File: src/rtl/serial_add_sub_pkg.sv
// Shared constants and state encoding for the bit-serial adder/subtractor.
package serial_add_sub_pkg;
  localparam int DATA_WIDTH = 32;

  localparam logic SADD_OP_ADD = 1'b0;
  localparam logic SADD_OP_SUB = 1'b1;

  typedef enum logic [1:0] {
    ST_IDLE = 2'b00,
    ST_RUN  = 2'b01,
    ST_DONE = 2'b10
  } sadd_state_e;
endpackage

File: src/rtl/serial_add_sub_if.sv
// START/DONE handshake and operand/result bundle between sequencer and serial adder.
interface serial_add_sub_if #(parameter int WIDTH = serial_add_sub_pkg::DATA_WIDTH);
  logic             START;
  logic             OP;
  logic [WIDTH-1:0] A;
  logic [WIDTH-1:0] B;
  logic             BUSY;
  logic             DONE;
  logic [WIDTH-1:0] S;
  logic             CO;
  logic             V;
  logic             Z;

  modport master (output START, OP, A, B, input BUSY, DONE, S, CO, V, Z);
  modport slave  (input START, OP, A, B, output BUSY, DONE, S, CO, V, Z);
endinterface

File: src/rtl/serial_add_sub_fa.sv
// Single-bit full adder; the only arithmetic element in the serial datapath.
module serial_add_sub_fa (
  input  logic a,
  input  logic b,
  input  logic ci,
  output logic s,
  output logic co
);
  assign s  = a ^ b ^ ci;
  assign co = (a & b) | (ci & (a ^ b));
endmodule

File: src/rtl/serial_add_sub.sv
// Bit-serial add/subtract: one operand bit pair per clock through a single full adder,
// WIDTH cycles in RUN, then a one-cycle DONE with S/CO/V/Z updated.
module serial_add_sub
  import serial_add_sub_pkg::*;
#(
  parameter int WIDTH = DATA_WIDTH
) (
  input  logic           CLK,
  input  logic           RST,
  serial_add_sub_if.slave bus
);
  localparam int              CW   = $clog2(WIDTH);
  localparam logic [CW-1:0]   LAST = CW'(WIDTH - 1);
  localparam logic [CW-1:0]   PENU = CW'(WIDTH - 2);

  sadd_state_e      state_q, state_d;
  logic [CW-1:0]    cnt_q, cnt_d;
  logic             carry_q, carry_d;
  logic             cmsb_q, cmsb_d;
  logic [WIDTH-1:0] sa_q, sa_d, sb_q, sb_d, res_q, res_d;
  logic [WIDTH-1:0] s_q, s_d;
  logic             co_q, co_d, v_q, v_d, z_q, z_d;
  logic             fa_s, fa_co;

  serial_add_sub_fa u_fa (
    .a  (sa_q[0]),
    .b  (sb_q[0]),
    .ci (carry_q),
    .s  (fa_s),
    .co (fa_co)
  );

  always_comb begin
    state_d = state_q;
    cnt_d   = cnt_q;
    carry_d = carry_q;
    cmsb_d  = cmsb_q;
    sa_d    = sa_q;
    sb_d    = sb_q;
    res_d   = res_q;
    s_d     = s_q;
    co_d    = co_q;
    v_d     = v_q;
    z_d     = z_q;
    unique case (state_q)
      ST_IDLE, ST_DONE: begin
        state_d = ST_IDLE;
        if (bus.START) begin
          // Subtract as A + ~B + 1: the +1 enters through the initial carry.
          state_d = ST_RUN;
          sa_d    = bus.A;
          sb_d    = (bus.OP == SADD_OP_SUB) ? ~bus.B : bus.B;
          carry_d = bus.OP;
          cnt_d   = '0;
        end
      end
      ST_RUN: begin
        sa_d    = sa_q >> 1;
        sb_d    = sb_q >> 1;
        res_d   = {fa_s, res_q[WIDTH-1:1]};
        carry_d = fa_co;
        cnt_d   = cnt_q + CW'(1);
        if (cnt_q == PENU) cmsb_d = fa_co;
        if (cnt_q == LAST) begin
          s_d     = res_d;
          co_d    = fa_co;
          v_d     = cmsb_q ^ fa_co;
          z_d     = ~|res_d;
          state_d = ST_DONE;
        end
      end
      default: state_d = ST_IDLE;
    endcase
  end

  always_ff @(posedge CLK or posedge RST) begin
    if (RST) begin
      state_q <= ST_IDLE;
      cnt_q   <= '0;
      carry_q <= 1'b0;
      cmsb_q  <= 1'b0;
      sa_q    <= '0;
      sb_q    <= '0;
      res_q   <= '0;
      s_q     <= '0;
      co_q    <= 1'b0;
      v_q     <= 1'b0;
      z_q     <= 1'b0;
    end else begin
      state_q <= state_d;
      cnt_q   <= cnt_d;
      carry_q <= carry_d;
      cmsb_q  <= cmsb_d;
      sa_q    <= sa_d;
      sb_q    <= sb_d;
      res_q   <= res_d;
      s_q     <= s_d;
      co_q    <= co_d;
      v_q     <= v_d;
      z_q     <= z_d;
    end
  end

  assign bus.BUSY = (state_q == ST_RUN);
  assign bus.DONE = (state_q == ST_DONE);
  assign bus.S    = s_q;
  assign bus.CO   = co_q;
  assign bus.V    = v_q;
  assign bus.Z    = z_q;
endmodule

File: src/flat_wrapper.sv
// flat-port wrapper written by rule: the top's interface ports become plain ports
module serial_add_sub_flat import serial_add_sub_pkg::*;
#(
  parameter int WIDTH = DATA_WIDTH
)
  (CLK, RST, bus_START, bus_OP, bus_A, bus_B, bus_BUSY, bus_DONE, bus_S, bus_CO, bus_V, bus_Z);
  serial_add_sub_if #(.WIDTH(WIDTH)) bus_i ();
  input  logic CLK;
  input  logic RST;
  input wire logic [$bits(bus_i.START)-1:0] bus_START;
  input wire logic [$bits(bus_i.OP)-1:0] bus_OP;
  input wire logic [$bits(bus_i.A)-1:0] bus_A;
  input wire logic [$bits(bus_i.B)-1:0] bus_B;
  output wire logic [$bits(bus_i.BUSY)-1:0] bus_BUSY;
  output wire logic [$bits(bus_i.DONE)-1:0] bus_DONE;
  output wire logic [$bits(bus_i.S)-1:0] bus_S;
  output wire logic [$bits(bus_i.CO)-1:0] bus_CO;
  output wire logic [$bits(bus_i.V)-1:0] bus_V;
  output wire logic [$bits(bus_i.Z)-1:0] bus_Z;
  assign bus_i.START = bus_START;
  assign bus_i.OP = bus_OP;
  assign bus_i.A = bus_A;
  assign bus_i.B = bus_B;
  assign bus_BUSY = bus_i.BUSY;
  assign bus_DONE = bus_i.DONE;
  assign bus_S = bus_i.S;
  assign bus_CO = bus_i.CO;
  assign bus_V = bus_i.V;
  assign bus_Z = bus_i.Z;
  serial_add_sub #(.WIDTH(WIDTH)) u_core (.CLK(CLK), .RST(RST), .bus(bus_i));
endmodule
File: config.mk
export PLATFORM = sky130hd
export DESIGN_NAME = serial_add_sub_flat
export DESIGN_NICKNAME = d
export VERILOG_FILES = /design/src/rtl/serial_add_sub_pkg.sv /design/src/rtl/serial_add_sub_if.sv /design/src/rtl/serial_add_sub_fa.sv /design/src/rtl/serial_add_sub.sv /design/src/flat_wrapper.sv
export SDC_FILE = /design/constraint.sdc
export NUM_CORES = 1
export LEC_CHECK = 0
export CORE_ASPECT_RATIO = 1.5
export CORE_MARGIN = 5
export CORE_UTILIZATION = 45
export DETAILED_ROUTE_END_ITERATION = 12
export GPL_ROUTABILITY_DRIVEN = 0
export HOLD_SLACK_MARGIN = 0.05
export PLACE_DENSITY = 0.79
export SETUP_SLACK_MARGIN = 0.4
export SLEW_MARGIN = 30
export SYNTH_ARGS = -nofsm -noshare
export SYNTH_HDL_FRONTEND = slang
export SYNTH_SLANG_ARGS = --single-unit
File: constraint.sdc
create_clock -name CLK -period 5.7 [get_ports CLK]
set_input_delay 1.14 -clock CLK [delete_from_list [all_inputs] [get_ports CLK]]
set_output_delay 1.14 -clock CLK [all_outputs]
set_load 0.01 [all_outputs]
==> results_dict.tcl <==
set metrics [dict create \
    r2r_start "u_core.cnt_q[0]$_DFFE_PP0P_" \
    p_total_w 0.003852 \
    layout-drive-gt1-share 0.1172 \
    ys_types 28 \
    cts_tree "built" \
    postCtsResizedCells 0 \
    finalCritPeriodShare 0.5999 \
    p_comb_frac 0.271 \
    cts-root-buf "clkbuf_16" \
    synth_seq_cells 139 \
    fin_tns_setup_ns 0 \
    cp_slowest_stage_delay_ns 0.69 \
    netlist_instances 541 \
    crit_required_ns 4.56 \
    synth.net_count 613 \
    clk_latency_ns 0.41 \
    groute.usage.overall 0.1692 \
    die_w_um 104.3 \
    wl_met1_mm 5.182 \
    postCtsSetupBuffers 0 \
    worstMarginPinSlew_ns 0.8786 \
    die_area_mm2 0.01580 \
    grt_max_degree 102 \
    drtPass1Iterations 5 \
    die_h_um 151.5 \
    drt_iter0_drc 282 \
    cts_made_buffers 17 \
    leakagePower_nw 3.503 \
    drcViolationCount 0 \
    dp_hpwl_mm 8.501 \
    syn_area_mm2 0.006005 \
    swShare 0.3120 \
    grt_first_pass_wirelength_mm 21.56 \
    cp_cell_sequence "nand2b_2 > inv_6 > clkdlybuf4s50_1" \
    cts.sinks 139 \
    area_delta_synth_final_pct 27.51 \
    cp-end-kind "primary output" \
    wl_met2_mm 7.214 \
    grt_pass1_vias 4432 \
    p_seq_frac 0.433 \
    routed_wl_mm 13.19 \
    p_switching_w 0.001202 \
    start_util 0.4613 \
    cp_num_buf_inv 2 \
    drv_slew 0 \
    crit_start "u_core.state_q[0]$_DFFE_PP0P_" \
    wl_per_cell_um 16.51 \
    met3_length_um 568 \
    status "completed" \
    min_path_type "reg -> reg" \
    worstPathArrival_ns 2.28 \
    synth.avg_cell_area_um2 11.10 \
    slew_headroom 0.4143 \
    clkTransAtPathRegs_ns 0.06 \
    clock.fmax_mhz 292.4 \
    clkPwrFrac 0.296 \
    core_region_area_mm2 0.01302 \
    antenna_cells 0 \
    top_layer "met4" \
    vias 4350 \
    fin_nets 700 \
    rows 51 \
    yosysSeqAreaShare 0.5793 \
    synth_warnings 0 \
    cts_hold_buf 0 \
    vias_per_cell 5.444 \
    path_class "reg -> out" \
    antenna_found_initial 0 \
    ir_worst_vdd_mv 0.2169 \
    cp_top_family "buffers and inverters" \
    crit_path_start_kind "flip-flop" \
    io_pins 105 \
    finalClockSkew_ns 0.008135 \
    ant_nets 0 \
    cts_buffer_depth 2 \
    setup_viol 0 \
    port_buffers 104 \
    cellPowerDensity_mw_per_mm2 503.1 \
    critPathSlowestCell "clkdlybuf4s50_1" \
    drv_cap 0 \
    hold_start "u_core.sa_q[24]$_DFFE_PP0P_" \
    overflow 0 \
    intPower_w 0.002650 \
    cts_max_level 4 \
    hold_viol 0 \
    post-route-min-period_ns 3.420 \
    cp_max_fo 98 \
    grt_setup_unrepaired "no" \
]
-- layout make-up --
class,instances,area (um^2)
Fill cell,1086,5361
Sequential cell,139,3478
Tap cell,159,198.9
Clock buffer,19,442.9
Timing Repair Buffer,108,1066
Clock inverter,12,171.4
Multi-Input combinational cell,358,2271
Inverter,4,27.53
-- cell usage after synthesis --
| cell type | instances | share of area |
|---|---|---|
| inv_6 | 1 | 0.0015 |
| clkbuf_1 | 7 | 0.0044 |
| a22o_1 | 4 | 0.0058 |
| nand4_1 | 3 | 0.0031 |
| nand2_1 | 127 | 0.079 |
| o21ai_0 | 4 | 0.0033 |
| buf_2 | 18 | 0.015 |
| nand3_1 | 35 | 0.029 |
| o2bb2ai_1 | 1 | 0.0015 |
| nor2_4 | 1 | 0.0019 |
| o31ai_1 | 1 | 0.0013 |
| nor2_1 | 32 | 0.020 |
| a221o_1 | 31 | 0.052 |
| buf_4 | 10 | 0.013 |
| and3_1 | 1 | 0.0010 |
| inv_1 | 3 | 0.0019 |
| nor2b_1 | 2 | 0.0021 |
| xor2_1 | 1 | 0.0015 |
| nor4_1 | 8 | 0.0083 |
| nand2b_1 | 2 | 0.0021 |
| mux2_2 | 34 | 0.064 |
| dfrtp_1 | 139 | 0.58 |
| buf_6 | 5 | 0.0094 |
| xnor2_1 | 33 | 0.048 |
| a22oi_1 | 32 | 0.040 |
| fa_1 | 1 | 0.0033 |
| nand3b_1 | 2 | 0.0025 |
| ha_1 | 3 | 0.0063 |
-- cell usage in the layout (no fill, tap or decap), types with 8 or more instances in the layout --
cell	count
a221o_1	31
mux2_2	34
clkbuf_16	17
nor2_1	32
xnor2_1	33
nand2_1	127
a22oi_1	32
nor4_1	8
dfrtp_1	139
clkdlybuf4s50_1	103
nand3_1	35
-- worst paths after layout --
kind | depth (start not counted) | slack, ns | endpoint
hold / removal | 2 | 0.50 | u_core.sa_q[24]$_DFFE_PP0P_
setup reg to reg | 6 | 3.58 | u_core.bus.S[2]$_DFFE_PP0P_
hold reg to reg | 2 | 0.50 | u_core.sa_q[24]$_DFFE_PP0P_
min in group asynchronous | 2 | 1.26 | u_core.bus.S[5]$_DFFE_PP0P_
setup / recovery | 3 | 2.28 | bus_BUSY
max in group asynchronous | 3 | 3.48 | u_core.cnt_q[1]$_DFFE_PP0P_
-- stage by stage --
stage / std cells / worst slack, ns / hold slack, ns / cell area, um^2 / util
2_1_floorplan: 541 / 0.8355 / 0.4657 / 6005 / -
5_1_grt: 799 / 2.158 / 0.5189 / 7656 / 0.5881
3_3_place_gp: 768 / 2.757 / 0.4726 / 7034 / 0.5404
3_5_place_dp: 768 / 2.651 / 0.4890 / 7039 / 0.5408
6_report: 799 / 2.280 / 0.5012 / 7656 / 0.5881
4_1_cts: 799 / 2.266 / 0.5027 / 7654 / 0.5879
-- registers in the layout, summed over array words and instances, names as in the netlist --
name and count:
u_core.bus.CO 1, u_core.bus.S 32, u_core.bus.V 1, u_core.bus.Z 1
u_core.carry_q 1, u_core.cmsb_q 1, u_core.cnt_q 5, u_core.res_q 31
u_core.sa_q 32, u_core.sb_q 32, u_core.state_q 2
-- power by group through the flow --
stage	sequential, W	clock [W]	combinational, W
2_1_floorplan	0.00162	0	0.000721
3_3_place_gp	0.00165	0	0.000988
3_5_place_dp	0.00167	0	0.00105
4_1_cts	0.00166	0.00116	0.00106
5_1_grt	0.00171	0.00120	0.00117
6_report	0.00167	0.00114	0.00104
-- metal layers --
layer / up-vias / global-route usage
met5: - / 0
met4: 0 / 0.06157
met3: 18 / 0.04705
met2: 115 / 0.2966
met1: 2161 / 0.1985
li1: 2056 / -
-- worst register-to-register path, cell delays in order (launching register included) --
cell and delay (ns):
dfrtp_1 0.42, ha_1 0.24, and3_1 0.21, ha_1 0.22, nand3b_1 0.08, buf_4 0.42, mux2_2 0.41
-- cells by family (layout without fill, tap and decap cells) --
kind of cell	count (synthesis)	count (layout)	synth area share
AND/OR/NAND/NOR	213	213	0.1496
multiplexers	34	34	0.06376
flip-flops	139	139	0.5793
AO/OA/AOI/OAI	73	73	0.1036
adder cells (fa/ha/maj)	4	4	0.009586
XOR/XNOR	34	34	0.04959
buffers and inverters	44	143	0.04459
No activity file was read; power rests on OpenSTA's default activity.
